**src/rtl/spram_boot_pkg.sv**
```systemverilog
// Shared types and default constants for the SPRAM boot controller.
// The controller loads a boot image into SPRAM, then hands the memory to the SoC.
package spram_boot_pkg;

  typedef enum logic [2:0] {
    ST_WAIT,
    ST_FILL,
    ST_HOLD,
    ST_RUN,
    ST_ERR
  } state_t;

  // Wide enough for any supported DW; users slice the low DW bits.
  localparam logic [1023:0] DEF_TERM_WORD = '1;
  localparam int            DEF_RST_DELAY = 4;

endpackage

```
**src/rtl/rd_valid_pipe.sv**
```systemverilog
// Read-valid delay line: soc_re_i delayed RD_LAT cycles.
// Loads only while the SoC owns the memory and clears as soon as it does not.
module rd_valid_pipe #(
  parameter int RD_LAT = 1
) (
  input  logic clk_i,
  input  logic rst_i,
  input  logic i_run,
  input  logic i_re,
  output logic o_valid
);

  logic [RD_LAT-1:0] r_sr;

  always_ff @(posedge clk_i or posedge rst_i) begin
    if (rst_i) begin
      r_sr <= '0;
    end else if (!i_run) begin
      r_sr <= '0;
    end else begin
      r_sr[0] <= i_re;
      for (int i = 1; i < RD_LAT; i++) begin
        r_sr[i] <= r_sr[i-1];
      end
    end
  end

  assign o_valid = r_sr[RD_LAT-1];

endmodule

```
**src/rtl/spram_boot_ctrl.sv**
```systemverilog
// SPRAM boot controller: streams a flash image into SPRAM, holds the SoC in
// reset for RST_DELAY cycles after the sentinel word, then passes SPRAM to the SoC.
module spram_boot_ctrl
  import spram_boot_pkg::*;
#(
  parameter int              AW        = 14,
  parameter int              DW        = 32,
  parameter int              MAX_WORDS = 16384,
  parameter logic [DW-1:0]   TERM_WORD = DEF_TERM_WORD[DW-1:0],
  parameter int              RST_DELAY = DEF_RST_DELAY,
  parameter int              RD_LAT    = 1
) (
  input  logic              clk_i,
  input  logic              rst_i,
  input  logic              ip_done_i,
  input  logic              reload_i,
  output logic              ld_fill_o,
  input  logic              ld_valid_i,
  input  logic [DW-1:0]     ld_data_i,
  input  logic [AW-1:0]     soc_addr_i,
  input  logic [DW-1:0]     soc_din_i,
  input  logic              soc_we_i,
  input  logic [DW/8-1:0]   soc_maskwe_i,
  input  logic              soc_re_i,
  output logic [DW-1:0]     soc_dout_o,
  output logic              soc_read_valid_o,
  output logic              soc_rstn_o,
  output logic [AW-1:0]     mem_addr_o,
  output logic [DW-1:0]     mem_din_o,
  output logic              mem_we_o,
  output logic [DW/8-1:0]   mem_maskwe_o,
  input  logic [DW-1:0]     mem_dout_i,
  output logic              load_done_o,
  output logic              overflow_o,
  output logic [AW:0]       word_count_o
);

  localparam logic [AW:0] CNT_ONE    = (AW+1)'(1);
  localparam logic [AW:0] CNT_LAST   = (AW+1)'(MAX_WORDS - 1);
  localparam logic [7:0]  DELAY_LAST = 8'(RST_DELAY - 1);

  state_t      r_state;
  logic [AW:0] r_cnt;
  logic [7:0]  r_delay;
  logic        r_fill;
  logic        r_done;
  logic        r_rstn;
  logic        r_ovf;
  logic        w_reload_ok;
  logic        w_run;

  // A reload mid-FILL would corrupt a half-written image, so it only counts afterwards.
  assign w_reload_ok = reload_i &&
                       (r_state == ST_HOLD || r_state == ST_RUN || r_state == ST_ERR);
  assign w_run       = (r_state == ST_RUN);

  // NOTE: every register here uses <= so each one samples pre-edge values; a
  // blocking = would make later statements see this cycle's updated state.
  always_ff @(posedge clk_i or posedge rst_i) begin
    if (rst_i) begin
      r_state <= ST_WAIT;
      r_cnt   <= '0;
      r_delay <= '0;
      r_fill  <= 1'b0;
      r_done  <= 1'b0;
      r_rstn  <= 1'b0;
      r_ovf   <= 1'b0;
    end else if (w_reload_ok) begin
      r_state <= ST_FILL;
      r_cnt   <= '0;
      r_delay <= '0;
      r_fill  <= 1'b1;
      r_done  <= 1'b0;
      r_rstn  <= 1'b0;
      r_ovf   <= 1'b0;
    end else begin
      case (r_state)
        ST_WAIT: begin
          if (ip_done_i) begin
            r_state <= ST_FILL;
            r_fill  <= 1'b1;
          end
        end
        ST_FILL: begin
          if (ld_valid_i) begin
            r_cnt <= r_cnt + CNT_ONE;
            // Sentinel wins over the last-slot overflow check.
            if (ld_data_i == TERM_WORD) begin
              r_state <= ST_HOLD;
              r_fill  <= 1'b0;
              r_delay <= '0;
            end else if (r_cnt == CNT_LAST) begin
              r_state <= ST_ERR;
              r_fill  <= 1'b0;
              r_ovf   <= 1'b1;
            end
          end
        end
        ST_HOLD: begin
          if (r_delay == DELAY_LAST) begin
            r_state <= ST_RUN;
            r_rstn  <= 1'b1;
            r_done  <= 1'b1;
          end else begin
            r_delay <= r_delay + 8'd1;
          end
        end
        ST_RUN, ST_ERR: begin
        end
        default: r_state <= ST_WAIT;
      endcase
    end
  end

  // NOTE: every output gets a default before the branches so no path leaves
  // one unassigned, which would otherwise infer a latch.
  always_comb begin
    mem_addr_o   = soc_addr_i;
    mem_din_o    = soc_din_i;
    mem_maskwe_o = soc_maskwe_i;
    mem_we_o     = 1'b0;
    if (r_state == ST_FILL) begin
      mem_addr_o   = r_cnt[AW-1:0];
      mem_din_o    = ld_data_i;
      mem_maskwe_o = '1;
      mem_we_o     = ld_valid_i;
    end else if (w_run) begin
      mem_we_o = soc_we_i;
    end
  end

  rd_valid_pipe #(
    .RD_LAT (RD_LAT)
  ) u_rd_valid_pipe (
    .clk_i   (clk_i),
    .rst_i   (rst_i),
    .i_run   (w_run),
    .i_re    (soc_re_i),
    .o_valid (soc_read_valid_o)
  );

  assign soc_dout_o   = mem_dout_i;
  assign ld_fill_o    = r_fill;
  assign load_done_o  = r_done;
  assign soc_rstn_o   = r_rstn;
  assign overflow_o   = r_ovf;
  assign word_count_o = r_cnt;

endmodule

```
**config.mk**
```make
export PLATFORM = sky130hd
export DESIGN_NAME = spram_boot_ctrl
export DESIGN_NICKNAME = d
export VERILOG_FILES = /design/src/rtl/spram_boot_pkg.sv /design/src/rtl/rd_valid_pipe.sv /design/src/rtl/spram_boot_ctrl.sv
export SDC_FILE = /design/constraint.sdc
export NUM_CORES = 1
export LEC_CHECK = 0
export BUFFER_PORTS_ARGS = -buffer_cell sky130_fd_sc_hd__buf_4
export CORE_MARGIN = 3
export CORE_UTILIZATION = 43
export DETAILED_ROUTE_END_ITERATION = 12
export GPL_TIMING_DRIVEN = 0
export PLACE_DENSITY = 0.83
export SKIP_LAST_GASP = 1
export SYNTH_ARGS = -nofsm -noshare
export SYNTH_HDL_FRONTEND = slang
export SYNTH_HIERARCHICAL = 1
export SYNTH_SLANG_ARGS = --single-unit
```
**constraint.sdc**
```tcl
create_clock -name clk_i -period 4.6 [get_ports clk_i]
set_input_delay 0 -clock clk_i [delete_from_list [all_inputs] [get_ports clk_i]]
set_output_delay 0 -clock clk_i [all_outputs]
set_load 0.05 [all_outputs]
```
==> results.sh, run 1 <==
export IMPL_status="complete, no violations"
export IMPL_yosys_area_share_simple_pct=19.4
export IMPL_portBuffers=191
export IMPL_hold_depth=3
export IMPL_antenna_found_initial=0
export IMPL_worst_setup_path_start_kind="register"
export IMPL_yosys_top_cells_count="47 x mux2_2, 34 x buf_4, 30 x dfrtp_1"
export IMPL_grt_max_degree=30
export IMPL_yosysMostFrequentCell="mux2_2"
export IMPL_r2r_cells=5
export IMPL_syn_avg_cell_area_um2=9.25
export IMPL_synth_mux_area_share_pct=19.8
export IMPL_pin_count=224
export IMPL_final_layout_size_suffix_gt1_share_pct=61.0
export IMPL_worst_pin_slew_ns=1.13
export IMPL_synth_ff_type="dfrtp_1"
export IMPL_final_min_clock_period_ns=2.20
export IMPL_synth_compound_area_share_pct=18.7
export IMPL_n_antenna_cell=0
export IMPL_dieArea_um2=7570
export IMPL_grt_pass1_vias=3105
export IMPL_cp_max_fo=10
export IMPL_postCtsSetupBuffers=0
export IMPL_seq_area_frac_synth_pct=26.6
export IMPL_clkTransAtPathRegs_ns=0.07
export IMPL_fin_tns_setup_ns=0
export IMPL_ys_seq_elements=30
export IMPL_cts_root_buf="clkbuf_8"
export IMPL_syn_area_um2=2820
export IMPL_chipHeight_um=87.0
export IMPL_seqPwrFrac_pct=29.0
export IMPL_slew_viol_final=0
export IMPL_drt_iter0_markers=253
export IMPL_fin_crit_sh_pct=47.8
export IMPL_comb_power_share_pct=52.3
export IMPL_end_kind="output port"
export IMPL_drv_cap=0
export IMPL_powerDensity_nw_per_um2=249
export IMPL_power_clock_fraction_pct=18.6
export IMPL_wl_mm=10.3
export IMPL_p_int_uw=599
export IMPL_route_detailed_drc=0
export IMPL_max_freq_mhz=455
export IMPL_grt_use_total_pct=25.9
export IMPL_peakVddDrop_mv=0.385
export IMPL_cts_sink_count=30
export IMPL_total_leakage_power_uw=0.00219
export IMPL_synth_adder_area_share_pct=0.887
export IMPL_hold_class="primary input to register"
export IMPL_synth_edff_count=0
export IMPL_coreArea_um2=6130
export IMPL_syn_num_nets=428
export IMPL_synth_area_leaders="dfrtp_1 27%, mux2_2 19%, buf_4 9.0%"
export IMPL_report_final_setup_viol=0
export IMPL_final_antenna_net_count=0
export IMPL_fp_dieW_um=87.0
export IMPL_synthToLayoutAreaGrowth_pct=57.6
export IMPL_clock_skew_ns=0.00416
export IMPL_cts_tree="done"
export IMPL_crit_required_ns=4.60
export IMPL_p_sw_share_pct=45.8
export IMPL_initial_utilization_pct=46.0
export IMPL_synth_top_cell_area_share_pct=26.6
export IMPL_gp_congestion=0.893
export IMPL_synth_xor_area_share_pct=0.310
export IMPL_power_uw=1110
export IMPL_async_flop_share_pct=100
export IMPL_cts_max_level=2
export IMPL_yosys_area_top_type="dfrtp_1"
export IMPL_crit_arrival_ns=2.20
export IMPL_synth_cell_type_count=60
export IMPL_grt_pass1_wl_mm=15.7
export IMPL_cts_buffers=5
export IMPL_num_rows=28
export IMPL_net_switching_power_uw=506
export IMPL_synth_top_family_by_area="multiplexers"
export IMPL_yosys_warnings=6
export IMPL_nets=628
export IMPL_hold_viol=0
export IMPL_critPathKind="register to output port"
export IMPL_insertion_delay_ns=0.28
export IMPL_grt_overflow=0
export IMPL_postSynthCellCount=305
export IMPL_viasPerCell=5.63
export IMPL_clock_path_buffers=2
export IMPL_vias=3268
export IMPL_rsz0062_at_grt="no"
export IMPL_post_drt_wl_per_cell_um=17.8
export IMPL_first_pass_iters=6
export IMPL_dp_hpwl_mm=8.52
export IMPL_max_slew_margin_pct=24.7
export IMPL_nFillCells=487
metal layers:
metal / GRT usage, % / vias to the layer above / share of wire, %
met5: 0 / - / 0
met4: 6.66 / 0 / 1.5
met3: 6.72 / 14 / 10
met2: 45.7 / 195 / 52
met1: 31.0 / 1542 / 36
li1: - / 1517 / -
final timing paths:
path                                 start                 endpoint  slack [ns]
worst max-delay path            r_state[0]            mem_din_o[29]        2.40
worst min-delay path            ld_valid_i          word_count_o[0]        0.05
worst max register to register  r_state[1]                ld_fill_o        2.62
worst min register to register  overflow_o               overflow_o        0.52
max in group asynchronous            rst_i          word_count_o[3]        3.34
min in group asynchronous            rst_i  u_rd_valid_pipe/o_valid        0.13
what timing repair did:
action,in CTS,in global routing
endpoints found under the setup margin,0,0
resized for setup,0,0
endpoints found under the hold margin,2,0
hold buffers,2,0
layout by cell type, fill, tap and decap left out, drive strengths merged, types with 3 or more instances in the layout:
cell     instances
a2111o           9
a21oi           12
a31oi            8
a41oi            3
and2             4
and4             5
buf            238
clkbuf          13
dfrtp           30
inv              6
mux2            47
mux2i            3
nand2           22
nand2b           4
nand3            8
nand4           15
nor2             7
o2111ai          3
o211ai           4
o21ai           12
or2              6
final cells by class:
cell class | instances | area (um2) | share of cell area (%)
clock buffers | 5 | 68.8 | 1.55
flip-flops and latches | 30 | 751 | 16.9
well taps | 75 | 93.8 | 2.11
inverters | 6 | 22.5 | 0.506
multi-input cells | 213 | 1670 | 37.5
repair buffers | 193 | 1450 | 32.7
plain buffers | 56 | 382 | 8.58
clock inverters | 2 | 10.0 | 0.225
logic make-up (layout without fill, tap and decap cells):
group | Yosys count | in the layout
mux | 50 | 50
simple gates | 91 | 91
xor+xnor | 1 | 1
compound gates | 69 | 69
fa+ha+maj | 2 | 2
flops | 30 | 30
buf+inv | 62 | 262
state kept, by name, summed over array words and instances, names as in the netlist:
name and cells:
word_count_o 15, r_delay 8, soc_rstn_o 1, ld_fill_o 1, u_rd_valid_pipe/o_valid 1, r_state 3
overflow_o 1
worst max-delay path, cell delays in order (launching register included):
cell and delay (ns):
dfrtp_1 0.46, buf_6 0.18, nor3b_1 0.17, buf_2 0.23, buf_2 0.30, mux2_2 0.38
buf_4 0.19
power groups by stage:
stage                     Clock, uW  Sequential (uW)  Combinational [uW]
after floorplan                   0              396                 303
after global placement            0              324                 570
after detailed placement          0              326                 580
after CTS                       206              321                 582
after global routing            215              327                 604
final                           206              321                 579
through the flow:
| step | setup slack (ns) | utilization [%] | hold slack, ns | instance area, um2 | cells |
|---|---|---|---|---|---|
| 2_1_floorplan | 2.71 | - | -0.271 | 2820 | 305 |
| 3_3_place_gp | 2.70 | 70.9 | -0.149 | 4350 | 571 |
| 3_5_place_dp | 2.67 | 70.9 | -0.146 | 4350 | 571 |
| 4_1_cts | 2.40 | 72.6 | 0.0504 | 4450 | 580 |
| 5_1_grt | 2.30 | 72.6 | 0.0891 | 4450 | 580 |
| 6_report | 2.40 | 72.6 | 0.0502 | 4450 | 580 |
Note: power is estimated with default switching activity, not from simulation.
==> inputs of run 2 (changes only) <==
CORE_UTILIZATION = 36   (was 43)
PLACE_DENSITY = 0.73   (was 0.83)
clock period = 1.9 ns   (was 4.6 ns; I/O delays follow)
==> results.sh, run 2 (synthesis gave the netlist of run 1 again) <==
export IMPL_max_freq_mhz=513
export IMPL_final_layout_size_suffix_gt1_share_pct=65.3
export IMPL_r2r_cells=5
export IMPL_nets=649
export IMPL_cts_tree="done"
export IMPL_worst_setup_path_start_kind="register"
export IMPL_clock_skew_ns=0.0129
export IMPL_final_min_clock_period_ns=1.95
export IMPL_worst_pin_slew_ns=1.15
export IMPL_clkTransAtPathRegs_ns=0.07
export IMPL_chipHeight_um=94.5
export IMPL_gp_congestion=0.878
export IMPL_cts_buffers=5
export IMPL_grt_use_total_pct=23.9
export IMPL_largest_register_ff_count=15
export IMPL_insertion_delay_ns=0.28
export IMPL_dp_hpwl_mm=8.24
export IMPL_initial_utilization_pct=38.1
export IMPL_fin_crit_sh_pct=103
export IMPL_viasPerCell=5.61
export IMPL_wl_mm=12.0
export IMPL_fin_tns_setup_ns=-0.512
export IMPL_drt_iter0_markers=192
export IMPL_final_common_cell="buf_4"
export IMPL_drv_cap=0
export IMPL_cp_max_fo=7
export IMPL_crit_arrival_ns=1.95
export IMPL_synthToLayoutAreaGrowth_pct=91.1
export IMPL_grt_pass1_vias=3376
export IMPL_dieArea_um2=8940
export IMPL_crit_required_ns=1.90
export IMPL_dpl_cell_area_um2=4380
export IMPL_route_detailed_drc=0
export IMPL_num_rows=31
export IMPL_total_leakage_power_uw=0.00274
export IMPL_holdPathEnd="word_count_o[0]"
export IMPL_cts_max_level=2
export IMPL_antenna_found_initial=0
export IMPL_grt_pass1_wl_mm=16.9
export IMPL_vias=3510
export IMPL_end_kind="output port"
export IMPL_cts_sink_count=30
export IMPL_violations="negative setup slack"
export IMPL_status="complete, but fails checks"
export IMPL_stdcell_area_um2=5390
export IMPL_peakVddDrop_mv=0.318
export IMPL_grt_overflow=0
export IMPL_hold_start="ld_valid_i"
export IMPL_max_slew_margin_pct=23.2
export IMPL_finalWorstSetupSlack_ns=-0.0498
export IMPL_hold_depth=3
export IMPL_portBuffers=191
export IMPL_first_pass_iters=5
export IMPL_final_cell_mix="193 x buf_4, 42 x buf_8, 40 x mux2_4"
export IMPL_n_antenna_cell=0
export IMPL_rsz0062_at_grt="yes"
export IMPL_cts_root_buf="clkbuf_8"
export IMPL_fp_dieW_um=94.5
export IMPL_powerDensity_nw_per_um2=558
export IMPL_r2r_start="r_delay[0]"
export IMPL_coreArea_um2=7410
export IMPL_rrSetupSlack_ns=0.02
export IMPL_pin_count=224
export IMPL_post_drt_wl_per_cell_um=19.2
export IMPL_grt_max_degree=30
export IMPL_hold_viol=0
export IMPL_critPathKind="register to output port"
export IMPL_clock_path_buffers=2
export IMPL_hold_class="primary input to register"
export IMPL_slew_viol_final=0
export IMPL_r2r_end="soc_rstn_o"
export IMPL_nFillCells=521
export IMPL_final_antenna_net_count=0
export IMPL_report_final_setup_viol=28
export IMPL_fin_util_pct=72.8
-- run 2: cell types whose count changed in the layout (fill, tap and decap cells not counted), sizes merged --
cell | before | now
buf | 238 | 259
bufbuf | 1 | 2
clkinv | 2 | 0
clkbuf | 13 | 15
-- run 2: metrics by stage --
stage	hold WS [ns]	total power [uW]	instances	setup WS, ns
after detailed placement	-0.145	2190	595	-0.0622
after global routing	0.0706	3110	626	-0.0871
final	0.0578	3010	626	-0.0498
after floorplan	-0.271	1690	305	0.00568
after global placement	-0.149	2170	595	-0.0548
after CTS	0.0518	2880	620	-0.0454
-- run 2: power by group --
group | switching [uW] | total, uW | internal, uW | leakage [uW]
combinational | 935 | 1610 | 673 | 0.00229
clock | 254 | 620 | 366 | 0.0000575
sequential | 88.5 | 781 | 693 | 0.000390
total | 1280 | 3010 | 1730 | 0.00274
-- run 2: routing by layer --
metal	GRT usage [%]	wire length, um
met5	0	0
met4	8.65	459
met3	5.58	1270
met2	41.3	6050
met1	28.9	4240
-- run 2: worst max-delay path, cell delays in order (launching register included) --
cell	delay [ns]
dfrtp_1	0.39
buf_6	0.13
nor3b_2	0.17
buf_4	0.18
buf_12	0.15
clkbuf_16	0.16
mux2_4	0.31
buf_8	0.15
-- run 2: worst max-delay path by stage --
| stage | startpoint | to | slack, ns | cells after the start |
|---|---|---|---|---|
| 4_1_cts | r_state[2] | word_count_o[14] | -0.05 | 7 |
| 5_1_grt | r_state[2] | mem_din_o[2] | -0.09 | 7 |
| 3_3_place_gp | r_state[1] | ld_fill_o | -0.05 | 5 |
| 6_report | r_state[2] | mem_din_o[13] | -0.05 | 7 |
| 2_1_floorplan | word_count_o[0] | ld_fill_o | 0.006 | 6 |
| 3_5_place_dp | r_state[1] | ld_fill_o | -0.06 | 5 |
-- run 2: timing repair --
action,4_1_cts,5_1_grt
gates cloned,2,3
endpoints found under the setup margin,54,74
resized for setup,66,104
hold buffers,2,0
hold endpoints to repair,2,0
setup buffers,13,4
pin swaps,0,6
-- run 2: final cells by class --
class,instances,area [um2],area share [%]
well taps,99,124,2.30
clock buffers,8,110,2.04
repair buffers,215,2070,38.4
plain buffers,55,454,8.42
inverters,6,22.5,0.418
multi-input cells,213,1860,34.5
flip-flops and latches,30,752,13.9
